File: src/rtl/car_game_pkg.sv
// Shared types and constants for the lane-runner player car.
// Holds the game state encoding, the sprite shape classes and the
// 3-bit {R,G,B} colour constants used by the sprite renderer.
package car_game_pkg;

    localparam int H_RES = 640;
    localparam int V_RES = 480;

    typedef enum logic [1:0] {
        ST_RUN  = 2'd0,
        ST_HIT  = 2'd1,
        ST_OVER = 2'd2
    } car_state_e;

    typedef enum logic [2:0] {
        SH_NONE   = 3'd0,
        SH_BORDER = 3'd1,
        SH_BODY   = 3'd2,
        SH_WINDOW = 3'd3,
        SH_LIGHT  = 3'd4
    } shape_e;

    localparam logic [2:0] RGB_BLACK  = 3'b000;
    localparam logic [2:0] RGB_GREEN  = 3'b010;
    localparam logic [2:0] RGB_BLUE   = 3'b001;
    localparam logic [2:0] RGB_YELLOW = 3'b110;
    localparam logic [2:0] RGB_RED    = 3'b100;

    // Colour of a shape class in normal play; NONE maps to black but is
    // never shown because it also clears spr_on.
    function automatic logic [2:0] shape_rgb(input shape_e s);
        logic [2:0] c;
        case (s)
            SH_BORDER: c = RGB_BLACK;
            SH_BODY:   c = RGB_GREEN;
            SH_WINDOW: c = RGB_BLUE;
            SH_LIGHT:  c = RGB_YELLOW;
            default:   c = RGB_BLACK;
        endcase
        return c;
    endfunction

endpackage

File: src/rtl/player_car_shape.sv
// Car outline art: maps a sprite-relative coordinate (rx, ry) to a shape
// class. The art is drawn for an 80x110 sprite with the car pointing up:
// headlights at the top, a windscreen and rear window, and a pinched waist
// between the wheel arches where the background shows through.
module player_car_shape
    import car_game_pkg::*;
(
    input  logic [6:0] rx,
    input  logic [6:0] ry,
    output shape_e     shape
);

    // Priority-ordered rectangle tests; earlier rectangles win.
    always_comb begin
        shape = SH_BODY;
        if (rx >= 7'd80 || ry >= 7'd110) begin
            shape = SH_NONE;
        end else if ((rx < 7'd6 || rx >= 7'd74) && ry >= 7'd30 && ry < 7'd80) begin
            shape = SH_NONE;
        end else if ((rx < 7'd8 || rx >= 7'd72) && ry >= 7'd30 && ry < 7'd80) begin
            shape = SH_BORDER;
        end else if (rx < 7'd2 || rx >= 7'd78 || ry < 7'd2 || ry >= 7'd108) begin
            shape = SH_BORDER;
        end else if (ry >= 7'd4 && ry < 7'd12 &&
                     ((rx >= 7'd8 && rx < 7'd22) || (rx >= 7'd58 && rx < 7'd72))) begin
            shape = SH_LIGHT;
        end else if ((ry >= 7'd20 && ry < 7'd40 && rx >= 7'd14 && rx < 7'd66) ||
                     (ry >= 7'd80 && ry < 7'd94 && rx >= 7'd18 && rx < 7'd62)) begin
            shape = SH_WINDOW;
        end
    end

endmodule

File: src/rtl/player_sprite_ctrl.sv
// Player car controller and renderer for the N-lane runner.
// Owns x position, lives and the RUN/HIT/OVER state, advancing only on the
// one-cycle tick strobe, and produces a registered sprite pixel.
//
// Optional build macro: RESPAWN_CENTER_EN -- when defined, an accepted hit
// that enters HIT also recentres the car to X_START.
//
// state | meaning
// RUN   | normal play, collisions accepted on tick
// HIT   | invulnerable, timer counts down on tick, sprite blinks
// OVER  | no lives left, everything frozen until reset
module player_sprite_ctrl
    import car_game_pkg::*;
#(
    parameter int H_RES        = car_game_pkg::H_RES,
    parameter int SPR_W        = 80,
    parameter int SPR_H        = 110,
    parameter int Y_TOP        = 350,
    parameter int LANE_X0      = 40,
    parameter int LANE_W       = 140,
    parameter int NUM_LANES    = 4,
    parameter int X_MIN        = 40,
    parameter int X_MAX        = 520,
    parameter int X_START      = 280,
    parameter int STEP         = 2,
    parameter int LIVES        = 3,
    parameter int INVULN_TICKS = 64,
    localparam int LW          = $clog2(NUM_LANES),
    localparam int LVW         = $clog2(LIVES + 1)
)(
    input  logic                 clk,
    input  logic                 reset,
    input  logic                 tick,
    input  logic                 btn_left_n,
    input  logic                 btn_right_n,
    input  logic [9:0]           px,
    input  logic [8:0]           py,
    input  logic [NUM_LANES-1:0] obstacle_hit,
    output logic [9:0]           x_pos,
    output logic [LW-1:0]        lane_idx,
    output logic [LVW-1:0]       lives_left,
    output logic                 hit_pulse,
    output logic                 game_over,
    output logic                 spr_on,
    output logic [2:0]           spr_rgb
);

    localparam int TW = $clog2(INVULN_TICKS + 1);

    localparam logic [1:0] S_RUN  = ST_RUN;
    localparam logic [1:0] S_HIT  = ST_HIT;
    localparam logic [1:0] S_OVER = ST_OVER;

    logic [1:0]     state, state_next;
    logic [TW-1:0]  timer, timer_next;
    logic [9:0]     x_next;
    logic [LVW-1:0] lives_next;
    logic           hit_next;

    logic [10:0]    x_ext, x_right, x_left, x_moved;
    logic [10:0]    center, lane_q;
    logic [LW-1:0]  lane_calc;
    logic           move_r, move_l, hit_now;

    logic [10:0]    rx_full, ry_full;
    logic           in_x, in_y, blank;
    shape_e         shape;
    logic           pix_on;
    logic [2:0]     pix_rgb;

    assign x_ext  = {1'b0, x_pos};
    assign move_r = !btn_right_n && btn_left_n;
    assign move_l = !btn_left_n && btn_right_n;

    // Saturating one-step move; 11-bit math so the clamp never wraps.
    always_comb begin
        x_right = x_ext + 11'(STEP);
        if (x_right > 11'(X_MAX))
            x_right = 11'(X_MAX);
        if (x_ext < 11'(X_MIN + STEP))
            x_left = 11'(X_MIN);
        else
            x_left = x_ext - 11'(STEP);
        if (move_r)
            x_moved = x_right;
        else if (move_l)
            x_moved = x_left;
        else
            x_moved = x_ext;
    end

    // Lane under the car centre, clamped to the valid lane range.
    always_comb begin
        center    = x_ext + 11'(SPR_W / 2);
        lane_q    = '0;
        lane_calc = '0;
        if (center >= 11'(LANE_X0)) begin
            lane_q = (center - 11'(LANE_X0)) / 11'(LANE_W);
            if (lane_q >= 11'(NUM_LANES - 1))
                lane_calc = LW'(NUM_LANES - 1);
            else
                lane_calc = lane_q[LW-1:0];
        end
    end

    // Collision looks at the registered (pre-move) lane only.
    assign hit_now = obstacle_hit[lane_idx];

    // Next-state logic for the game FSM, position, lives and timer.
    always_comb begin
        state_next = state;
        timer_next = timer;
        x_next     = x_pos;
        lives_next = lives_left;
        hit_next   = 1'b0;
        case (state)
            S_RUN: begin
                if (tick) begin
                    x_next = x_moved[9:0];
                    if (hit_now) begin
                        hit_next   = 1'b1;
                        lives_next = lives_left - LVW'(1);
                        if (lives_left == LVW'(1)) begin
                            state_next = S_OVER;
                        end else begin
                            state_next = S_HIT;
                            timer_next = TW'(INVULN_TICKS);
`ifdef RESPAWN_CENTER_EN
                            x_next     = 10'(X_START);
`endif
                        end
                    end
                end
            end
            S_HIT: begin
                if (tick) begin
                    x_next     = x_moved[9:0];
                    timer_next = timer - TW'(1);
                    if (timer == TW'(1))
                        state_next = S_RUN;
                end
            end
            S_OVER: begin
                state_next = S_OVER;
            end
            default: begin
                state_next = S_RUN;
                timer_next = '0;
            end
        endcase
    end

    // Game state registers with synchronous active-low reset.
    always_ff @(posedge clk) begin
        if (!reset) begin
            state      <= S_RUN;
            timer      <= '0;
            x_pos      <= 10'(X_START);
            lives_left <= LVW'(LIVES);
            hit_pulse  <= 1'b0;
            lane_idx   <= '0;
        end else begin
            state      <= state_next;
            timer      <= timer_next;
            x_pos      <= x_next;
            lives_left <= lives_next;
            hit_pulse  <= hit_next;
            lane_idx   <= lane_calc;
        end
    end

    assign game_over = (state == S_OVER);

    // Sprite-relative coordinates and bounding-box test.
    always_comb begin
        rx_full = {1'b0, px} - x_ext;
        ry_full = {2'b00, py} - 11'(Y_TOP);
        in_x    = (px >= x_pos) && (rx_full < 11'(SPR_W)) && ({1'b0, px} < 11'(H_RES));
        in_y    = ({2'b00, py} >= 11'(Y_TOP)) && (ry_full < 11'(SPR_H));
    end

    player_car_shape u_shape (
        .rx    (rx_full[6:0]),
        .ry    (ry_full[6:0]),
        .shape (shape)
    );

    // Colour selection: red silhouette when the game is over, blink in HIT.
    always_comb begin
        blank   = (state == S_HIT) && timer[2];
        pix_on  = in_x && in_y && (shape != SH_NONE) && !blank;
        pix_rgb = RGB_BLACK;
        if (pix_on)
            pix_rgb = (state == S_OVER) ? RGB_RED : shape_rgb(shape);
    end

    // Registered pixel output, one cycle behind px/py.
    always_ff @(posedge clk) begin
        if (!reset) begin
            spr_on  <= 1'b0;
            spr_rgb <= RGB_BLACK;
        end else begin
            spr_on  <= pix_on;
            spr_rgb <= pix_rgb;
        end
    end

endmodule
File: config.mk
export PLATFORM = sky130hd
export DESIGN_NAME = player_sprite_ctrl
export DESIGN_NICKNAME = d
export VERILOG_FILES = /design/src/rtl/car_game_pkg.sv /design/src/rtl/player_car_shape.sv /design/src/rtl/player_sprite_ctrl.sv
export SDC_FILE = /design/constraint.sdc
export NUM_CORES = 1
export LEC_CHECK = 0
export ABC_AREA = 1
export CAP_MARGIN = 25
export CORE_ASPECT_RATIO = 0.9
export CORE_MARGIN = 2
export CORE_UTILIZATION = 61
export DETAILED_ROUTE_END_ITERATION = 10
export GPL_TIMING_DRIVEN = 0
export PLACE_DENSITY = 0.88
export SYNTH_ARGS = -nofsm -noshare
export SYNTH_HDL_FRONTEND = slang
export SYNTH_SLANG_ARGS = --single-unit
File: constraint.sdc
create_clock -name clk -period 6.6 [get_ports clk]
set_input_delay 1.98 -clock clk [delete_from_list [all_inputs] [get_ports clk]]
set_output_delay 1.98 -clock clk [all_outputs]
set_load 0.005 [all_outputs]
==> flow_summary.toml <==
[setup_path]
crit_top_cell = "nand2_1"
cp_slowest_cell = "fa_1"
worstSetupPathType = "primary input to flop"
critPathTopFamily = "simple AND/OR/NAND/NOR gates"
path_cells = "clkdlybuf4s50_1 -> fa_1 -> nand2_1 -> nand2_1 -> a21oi_1 -> o31ai_1 -> xor2_1 -> inv_2 -> nand2_1 -> nor2_1 -> nor2_1 -> o21a_1 -> o211ai_1 -> nor4_2 -> nand2_1 -> nor2_1"
slowest_delay_ns = 0.47
cp-end-kind = "flop"
cp.required_ns = 6.83
cp_max_fo = 5
crit_arrival_ns = 4.76
crit_buf_inv = 2
crit_path_start_kind = "primary input"

[power]
finalPower_uw = 905
power_density_mw_per_mm2 = 230
leakagePower_nw = 1.91
ir_drop_mv = 0.172

[global_route]
antenna_found_initial = 0
grt_max_degree = 17
grt_first_pass_wirelength_microns = 14000
grt_pass1_vias = 3298
grt_overflow_total = 0
grt_use_total_pct = 28.3

[placed_design]
portBuffers = 44
dp_cells = 651
place.gp.congestion = 0.969
dpl.hpwl_microns = 7040

[timing]
worstMarginPinSlew_ns = 0.688
finalHoldWorstSlack_ns = 0.507
finalCritPeriodShare_pct = 68.7
fin_tns_setup_ns = 0
slew_headroom_pct = 53.8
clock_skew_ns = 0.00611
clock.fmax_mhz = 221
layout_min_cycle_time_ns = 4.53
hold_viol = 0
setup_viol = 0
slew_viol_final = 0
rsz0062_at_grt = "false"

[clocking]
postCtsSetupRepairBufs = 0
cts_tree = "yes"
path_clk_slew_ns = 0.11
clk_latency_ns = 0.28
cts_buffers = 3
cts-root-buf = "clkbuf_8"
clock_path_buffers = 2
h-tree-depth = 1
cts_sinks = 27
cts_hold_buf = 0
cts_resized = 0

[route]
via_count = 3683
drt-initial-drc-count = 210
ant_nets = 0
drtPass1Iterations = 5
drt_wl_total_microns = 8480
viasPerCell = 5.62
wire_per_inst_microns = 12.9
drc = 0

[die]
die_h_microns = 74.4
dieWidth_microns = 82.2
core_sq_mm = 0.00529
start_util_pct = 63.5
io_pins = 48
die_area_sq_mm = 0.00611
rows = 25

[logic_synthesis]
async_flop_share_pct = 0
synth_top_flop_cell = "dfxtp_1"
synth_adder_area_share_pct = 8.42
synthMuxAreaShare_pct = 0
synth_xor_area_share_pct = 6.22
netlist_area_sq_mm = 0.00336
synth_top_family_by_area = "simple AND/OR/NAND/NOR gates"
syn_nets = 590
synth_cells = 540
synth-edff-count = 0
synth-seq-cells = 27
synth_cell_type_count = 52
ys.warnings.count = 0
synth-compound-area-share_pct = 17.1
seq_area_frac_synth_pct = 16.1
syn_area_per_cell_sq_um = 6.22
synthSimpleGateAreaFrac_pct = 39.8

[finish]
layout-drive-gt1-share_pct = 11.1
syn_to_final_growth_pct = 17.1
utilization_pct = 74.3
final_cell_mix = "nand2_1, inv_1, nor2_1, clkdlybuf4s50_1, nand3_1"
diodes = 0
nets = 639
fin_cells = 655
mostFrequentLayoutCell = "nand2_1"

[run_status]
outcome = "finished, final reports clean"

[worst_hold_path]
hold_path.class = "flop to flop"

[run]
maxCapViolations = 0
-- synth_stat cells, types with 2 or more instances --
master | n | share of area (%)
o21ai_0 | 33 | 4.9
buf_4 | 3 | 0.67
nor2_1 | 55 | 6.1
inv_2 | 4 | 0.45
o21bai_1 | 4 | 0.89
a21oi_1 | 34 | 5.1
inv_1 | 80 | 8.9
conb_1 | 2 | 0.22
nand3_2 | 7 | 2.1
xor2_1 | 20 | 5.2
clkbuf_1 | 4 | 0.45
a31oi_1 | 5 | 0.93
ha_1 | 21 | 7.8
nor4_1 | 2 | 0.37
xnor2_1 | 2 | 0.52
o31ai_1 | 2 | 0.45
a21oi_2 | 2 | 0.52
o21a_1 | 2 | 0.45
dfxtp_1 | 27 | 16
nor3_1 | 10 | 1.5
nand2_2 | 17 | 3.2
a221oi_1 | 3 | 0.78
nand4_1 | 12 | 2.2
o211ai_1 | 3 | 0.67
o21ai_1 | 2 | 0.30
nand2_4 | 7 | 2.3
nand3_4 | 2 | 1.0
nor2_2 | 5 | 0.93
o22ai_1 | 2 | 0.37
buf_6 | 2 | 0.67
nand3_1 | 39 | 5.8
nand2_1 | 105 | 12
or2_2 | 2 | 0.37
inv_4 | 2 | 0.37
-- logic make-up after synthesis --
| group | Yosys count |
|---|---|
| simple gates | 269 |
| compound gates | 99 |
| buf+inv | 98 |
| flops | 27 |
| xor+xnor | 23 |
| fa+ha+maj | 22 |
| other cells | 2 |
-- area by class of cell --
type	instances	area, sq um
buffer	9	60.1
clock buffer	3	41.3
clock inverter	1	7.51
fill	446	1360
inverter	89	345
multi-input combinational	415	2410
sequential	27	541
tap	67	83.8
timing repair buffer	44	440
-- per-layer routing --
| layer | wire, microns | vias up | global-route usage [%] |
|---|---|---|---|
| li1 | - | 1863 | - |
| met3 | 505 | 22 | 3.52 |
| met5 | 0 | - | 0 |
| met2 | 3900 | 126 | 47.7 |
| met4 | 193 | 0 | 8.89 |
| met1 | 3880 | 1672 | 37.7 |
-- per-stage QoR --
step | setup WS, ns | area, sq um
finish | 2.07 | 3930
global route | 1.75 | 3930
CTS | 2.05 | 3930
detailed placement | 1.76 | 3880
global placement | 1.81 | 3880
floorplan | 2.57 | 3360
-- state kept, by name, summed over array words and instances (netlist names) --
register / flops
spr_rgb: 3
state: 2
spr_on: 1
lane_idx: 2
x_pos: 9
lives_left: 2
hit_pulse: 1
timer: 7
-- worst min-delay path, cell delays in order, from the launching register on --
cell,delay (ns)
dfxtp_1,0.34
inv_1,0.08
a21oi_1,0.06
-- worst paths after layout --
path / from / slack [ns] / depth (start not counted) / endpoint
worst max-delay path: px[1] / 2.07 / 16 / spr_rgb[0]$_SDFF_PP0_
worst min-delay path: timer[6]$_SDFFE_PN0P_ / 0.51 / 2 / timer[6]$_SDFFE_PN0P_
worst max register to register: x_pos[3]$_SDFFE_PN1P_ / 3.39 / 22 / lane_idx[0]$_SDFF_PN0_
worst min register to register: timer[6]$_SDFFE_PN0P_ / 0.51 / 2 / timer[6]$_SDFFE_PN0P_
-- power by group --
part	switching, mW	internal, mW
sequential	0.0324	0.195
combinational	0.353	0.221
clock	0.0608	0.0431
(Power assumes the default switching activity.)
